File: src/rtl/rom_load_arbiter.sv
// Two-source arbiter for the shared ROM-loader port; one grant per load
// session, round-robin on ties, CPU held in reset while a session is live.
//
// Ports:
//   clk, reset_n                   clock, synchronous active-low reset
//   req[1:0]                       per-source session request (level)
//   grant[1:0]                     registered one-hot grant, 00 = port free
//   src_loader_reset/load/data     per-source loader inputs
//   src_loader_ack/load_received   loader responses, routed to owner only
//   rom_loader_reset/load/data     shared loader outputs (owner mux)
//   rom_loader_ack/load_received   shared loader responses
//   hack_reset                     CPU reset hold, active-high
//   busy                           arbiter not idle
module rom_load_arbiter #(
  parameter int DATA_WIDTH   = 16,
  parameter int GUARD_CYCLES = 4
) (
  input  logic                    clk,
  input  logic                    reset_n,
  input  logic [1:0]              req,
  output logic [1:0]              grant,
  input  logic [1:0]              src_loader_reset,
  input  logic [1:0]              src_loader_load,
  input  logic [2*DATA_WIDTH-1:0] src_loader_data,
  output logic [1:0]              src_loader_ack,
  output logic [1:0]              src_loader_load_received,
  output logic                    rom_loader_reset,
  output logic                    rom_loader_load,
  output logic [DATA_WIDTH-1:0]   rom_loader_data,
  input  logic                    rom_loader_ack,
  input  logic                    rom_loader_load_received,
  output logic                    hack_reset,
  output logic                    busy
);

  localparam int DW = DATA_WIDTH;
  localparam int CW =
    (GUARD_CYCLES > 1) ? $clog2(GUARD_CYCLES) : 1;
  localparam logic [CW-1:0] GUARD_LOAD =
    CW'(GUARD_CYCLES - 1);

  typedef enum logic [1:0] {
    IDLE  = 2'd0,
    GRANT = 2'd1,
    GUARD = 2'd2
  } state_t;

  state_t        state;
  logic          last_owner;
  logic [CW-1:0] guard_cnt;
  logic          owner;
  logic [1:0]    pick;

  // grant is one-hot while in GRANT, so bit 1 names the owner
  assign owner = grant[1];

  // on a tie the source that did not own the last session wins
  always_comb begin
    pick = req;
    if (req == 2'b11)
      pick = last_owner ? 2'b01 : 2'b10;
  end

  always_ff @(posedge clk) begin
    if (!reset_n) begin
      state      <= IDLE;
      grant      <= 2'b00;
      last_owner <= 1'b1;
      guard_cnt  <= '0;
      hack_reset <= 1'b1;
    end else begin
      unique case (state)
        IDLE: begin
          hack_reset <= |req;
          if (|req) begin
            grant <= pick;
            state <= GRANT;
          end
        end
        GRANT: begin
          if (!req[owner]) begin
            grant      <= 2'b00;
            last_owner <= owner;
            guard_cnt  <= GUARD_LOAD;
            state      <= GUARD;
          end
        end
        GUARD: begin
          if (guard_cnt == '0) begin
            state <= IDLE;
            // a pending request keeps the CPU held through the idle hop
            hack_reset <= |req;
          end else begin
            guard_cnt <= guard_cnt - 1'b1;
          end
        end
        default: begin
          state      <= IDLE;
          grant      <= 2'b00;
          hack_reset <= 1'b1;
        end
      endcase
    end
  end

  // zero-latency owner mux; grant is 00 outside GRANT so all gate to 0
  assign rom_loader_reset = |(grant & src_loader_reset);
  assign rom_loader_load  = |(grant & src_loader_load);
  assign rom_loader_data  =
      ({DW{grant[0]}} & src_loader_data[0  +: DW])
    | ({DW{grant[1]}} & src_loader_data[DW +: DW]);

  assign src_loader_ack           = grant & {2{rom_loader_ack}};
  assign src_loader_load_received =
    grant & {2{rom_loader_load_received}};

  assign busy = (state != IDLE);

endmodule

File: config.mk
export PLATFORM = sky130hd
export DESIGN_NAME = rom_load_arbiter
export DESIGN_NICKNAME = d
export VERILOG_FILES = /design/src/rtl/rom_load_arbiter.sv
export SDC_FILE = /design/constraint.sdc
export NUM_CORES = 1
export LEC_CHECK = 0
export BUFFER_PORTS_ARGS = -buffer_cell sky130_fd_sc_hd__buf_2
export CORE_MARGIN = 2
export CORE_UTILIZATION = 34
export CTS_CLUSTER_DIAMETER = 60
export DETAILED_ROUTE_END_ITERATION = 16
export PLACE_DENSITY = 0.82
export SYNTH_ARGS = -nofsm -noshare
export SYNTH_HDL_FRONTEND = slang
export SYNTH_SLANG_ARGS = --single-unit
export TNS_END_PERCENT = 100
File: constraint.sdc
create_clock -name clk -period 1.75 [get_ports clk]
set_input_delay 0 -clock clk [delete_from_list [all_inputs] [get_ports clk]]
set_output_delay 0 -clock clk [all_outputs]
set_load 0.01 [all_outputs]
# ---- Word-level counts from Yosys, hierarchy flattened
# Index checks and enable logic that the tools add are counted.
dict set report word_totals {
  wordCells 52
  inputBits 42
  out_inout_bits 26
  regBits 8
}
dict set report classes {
  eq_ne 7
  bitwise_logic 10
  n_addsub 1
  mux 16
  n_reduce_logical 12
  magnitude_cmp 1
}
# operator n
set ops {}
lappend ops {{$and A16 B16 Y16} 2}
lappend ops {{$mux W2} 9}
lappend ops {{$or A16 B16 Y16} 1}
lappend ops {{$pmux W2 S3} 2}
lappend ops {{$reduce_and A3 Y1} 3}
lappend ops {{$and A2 B2 Y2} 4}
lappend ops {{$ne A2 B2 Y1 const B} 4}
lappend ops {{$reduce_or A2 Y1} 3}
lappend ops {{$eq A2 B2 Y1 const B} 2}
lappend ops {{$logic_not A2 Y1} 2}
lappend ops {{$pmux W2 S2} 1}
lappend ops {{$reduce_and A2 Y1} 2}
lappend ops {{$reduce_bool A2 Y1} 2}
lappend ops {{$mux W1} 3}
lappend ops {{$not A1 Y1} 3}
lappend ops {{$pmux W1 S3} 1}
lappend ops {{$eq A2 B1 Y1 const B} 1}
lappend ops {{$lt A1 B2 Y1 const B} 1}
lappend ops {{$sub A2 B1 Y2 const B} 1}

# ---- Depth between registers and ports, before layout
dict set report logic_depth {
  ltp_word 4
  depth_mapped 5
  mapped_depth_nobuf 5
}

# ---- Worst setup path before layout
# Ideal clock, no wire load.
dict set report synth_path {
  path_kind {register to register}
  startpoint {register grant[1]}
  endpoint {register grant[0]}
  n_path_buf 1
  arrival_ns 1.201
  slack_ns 0.490
  synth_period_minus_slack_ns 1.260
  required_time_ns 1.692
  stages_incl_launch_ff 5
  setup_ns 0.058
  cell_sequence {dfxtp_1 -> buf_6 -> mux2_4 -> a211oi_2 -> o221a_2}
}
dict set report synth_via {
  elab_chain_len 4
}
# element line
set synth_lines {}
lappend synth_lines {{start, declared} 21} ;# output logic [1:0] grant,
lappend synth_lines {{start signal, assigned} 76} ;# grant <= pick;
lappend synth_lines {{$mux W1 (not written as such) (2 in a row)} 81} ;# if (!req[owner]) begin
lappend synth_lines {{$ne A2 B2 Y1 (no source line)} n/a}
lappend synth_lines {{$reduce_and A3 Y1 (no source line)} n/a}
# No other way between the ends. The select of a mux whose other input is x is not followed.
# A chain may end at the register's enable or synchronous reset.

# ---- Worst setup path after layout
dict set report layout_path {
  startpoint {register grant[0]}
  endpoint {output port rom_loader_data[2]}
}
dict set report layout_via {
  elab_chain_len 2
}
# element line
set layout_lines {}
lappend layout_lines {{$and A16 B16 Y16} 110} ;# ({DW{grant[0]}} & src_loader_data[0 +: DW])
lappend layout_lines {{$or A16 B16 Y16} 111} ;# | ({DW{grant[1]}} & src_loader_data[DW +: DW]);
lappend layout_lines {{end, declared} 29} ;# output logic [DATA_WIDTH-1:0] rom_loader_data,
# No other way between the ends.

==> results.toml <==
[timing]
period_needed_ns = 1.41
slew_headroom = 0.554
fin_ws_ns = 0.339
worst_pin_slew_ns = 0.668
hold_viol = 0
report.final.slew_viol_count = 0
post-route-period-util = 0.806
max_freq_ghz = 0.709
fin_tns_setup_ns = 0
setup_violations = 0
fin_skew_ns = 0.000318
rsz0062_at_grt = "false"

[pwr]
powerDensity_mw_per_mm2 = 636
pwr-share-comb = 0.412
p_int_w = 0.000421
clkPwrFrac = 0.231
p_seq_frac = 0.357
p_switching_w = 0.000220
power_switching_share = 0.343
p_leak_nw = 0.545
peakVddDrop_v = 0.000340

[floorplan]
die_x_microns = 47.3
dieArea_sq_mm = 0.00224
core-area_sq_mm = 0.00175
rows = 15
ios = 68
die_y_microns = 47.3
initial_core_util = 0.366

[clocking]
cts-root-buf = "clkbuf_4"
cts_resized = 0
cts_hold_buf = 1
cts_sinks = 8
cts_tree = "done"
cts_setup_buffers = 0
ctsLongestPathBuffers = 2
htree_levels = 1
path_clk_slew_ns = 0.06
clk_latency_ns = 0.26
cts-buffers-inserted = 3

[synthesis]
syn_nets = 118
synthesis.area_sq_um = 638
synth_seq_cells = 8
postSynthCellCount = 75
async_flop_share = 0
avgSynthCellArea_sq_um = 8.51
yosysSeqAreaShare = 0.251
yosysWarningCount = 0
synth_edf_count = 0
synthDistinctLibCells = 27
synth_ff_type = "dfxtp_1"

[setup_path]
critPathCaptureType = "output pin"
cp.required_ns = 1.75
critPathBufInv = 1
cp_cell_sequence = "a22o_1 > buf_2"
rr_worst_depth = 5
r2r-end = "hack_reset$_SDFFE_PN1P_"
crit_type = "reg2out"
reg2reg_from = "guard_cnt[0]$_SDFFE_PN0P_"
max_stage_delay_ns = 0.75
cp_data_arrival_time_ns = 1.41
start_kind = "register"
cp_max_fo = 22
r2r_slack_ns = 0.42
path_delay_family = "flip-flops"
critPathSlowestCell = "dfxtp_1"

[place]
dpl_worst_slack_ns = 0.436
dp_cells = 161
dpl_cell_area_sq_um = 976
globalplace.congestion = 0.843
post-dp-hpwl_microns = 1590
numPortBuffers = 67

[layout]
syn_to_final_growth_pct = 58.0
fin_cells = 165
finalNetCount = 185
n_antenna_cell = 0
final_cell_area_sq_mm = 0.00101
drive_gt1_frac = 0.550

[detailed_routing]
detail-route-antenna-nets = 0
drt-total-wl_microns = 1980
drtIter0Drc = 10
vias_per_cell = 5.00
drtPass1Iterations = 4
routedWlPerCell_microns = 12.0
route.detailed.drc = 0
via_count = 825

[global_route]
antenna_found_initial = 0
overflow = 0
grt_use_total = 0.166
grt_max_degree = 23
grt_pass1_wl_microns = 2700
grt_pass1_vias = 694

[run]
max_cap_violations = 0

[hold_path]
min_from = "req[0]"
hp-class = "in2reg"
whs_endpoint = "last_owner$_SDFFE_PN1P_"
min_path_cells = 3

[run_status]
status = "completed"
Yosys cell counts, types with 2 or more instances:
cell type,number,area [sq um]
a22o_1,18,158
dfxtp_1,8,160
and2_1,5,31.3
nand2b_1,5,31.3
a21oi_1,4,20.0
clkbuf_1,4,15.0
inv_1,4,15.0
o21a_1,3,22.5
a31oi_1,2,12.5
nand2_1,2,7.51
nor2_1,2,7.51
o21ai_0,2,10.0
o221a_2,2,22.5
worst max-delay path by stage:
stage                                          from                      end  slack (ns)  cells past startpoint
final                         grant[0]$_SDFFE_PN0P_       rom_loader_data[2]        0.34                      2
after global routing          grant[0]$_SDFFE_PN0P_      rom_loader_data[14]        0.26                      2
after CTS                     grant[0]$_SDFFE_PN0P_       rom_loader_data[2]        0.32                      2
after detailed placement  guard_cnt[0]$_SDFFE_PN0P_  hack_reset$_SDFFE_PN1P_        0.44                      5
after global placement    guard_cnt[0]$_SDFFE_PN0P_  hack_reset$_SDFFE_PN1P_        0.46                      5
after floorplan               grant[1]$_SDFFE_PN0P_    grant[0]$_SDFFE_PN0P_        0.49                      4
worst register-to-register path, cell delays in order (launching register included):
cell and delay, ns:
dfxtp_1 0.34, inv_1 0.06, ha_1 0.22, or3b_1 0.39
a21oi_1 0.13, o21ai_0 0.08
cell type report:
class | count | area (sq um)
clock buffers | 3 | 22.5
inverters | 4 | 15.0
repair buffers | 69 | 353
well taps | 25 | 31.3
multi-input cells | 56 | 427
fillers | 163 | 737
flip-flops and latches | 8 | 160
state kept, by name (all words and copies together), names as in the netlist:
signal	count
state	2
last_owner	1
guard_cnt	2
grant	2
hack_reset	1
placed cells by master, fill, tap and decap left out, types with 2 or more instances in the layout:
master and count:
a21oi_1 4, a22o_1 18, a31oi_1 2, and2_1 5, buf_2 67, clkbuf_4 3, dfxtp_1 8, inv_1 4
nand2_1 2, nand2b_1 5, nor2_1 2, o21a_1 3, o21ai_0 2, o221a_2 2
metrics by stage:
stage                util  hold WS, ns  total power, W
floorplan               -       0.0762        0.000383
global placement    0.559        0.240        0.000489
detailed placement  0.559        0.243        0.000497
CTS                 0.578        0.132        0.000647
global route        0.578        0.185        0.000683
finish              0.578        0.142        0.000641
cell families (layout without fill, tap and decap cells):
kind of cell | Yosys count | count (layout) | synth area share
buffers and inverters | 11 | 76 | 0.0804
adder cells (fa/ha/maj) | 1 | 1 | 0.0196
AO/OA/AOI/OAI | 35 | 35 | 0.445
multiplexers | 2 | 2 | 0.0392
flip-flops | 8 | 8 | 0.251
AND/OR/NAND/NOR | 18 | 18 | 0.165
per-layer routing:
| metal | track usage | part of all wire | wire length, microns | vias to the layer above |
|---|---|---|---|---|
| met5 | 0 | 0 | 0 | - |
| met4 | 0.0889 | 0.0025 | 5 | 0 |
| met3 | 0.0115 | 0.090 | 178 | 2 |
| met2 | 0.314 | 0.50 | 990 | 38 |
| met1 | 0.179 | 0.41 | 800 | 367 |
| li1 | - | - | - | 418 |
power groups by stage:
stage | registers (W) | logic [W] | clock network [W]
global route | 0.000233 | 0.000290 | 0.000159
finish | 0.000229 | 0.000264 | 0.000148
detailed placement | 0.000233 | 0.000263 | 0
CTS | 0.000229 | 0.000265 | 0.000153
floorplan | 0.000214 | 0.000169 | 0
global placement | 0.000231 | 0.000257 | 0
Power figures use the tool's default switching activity.
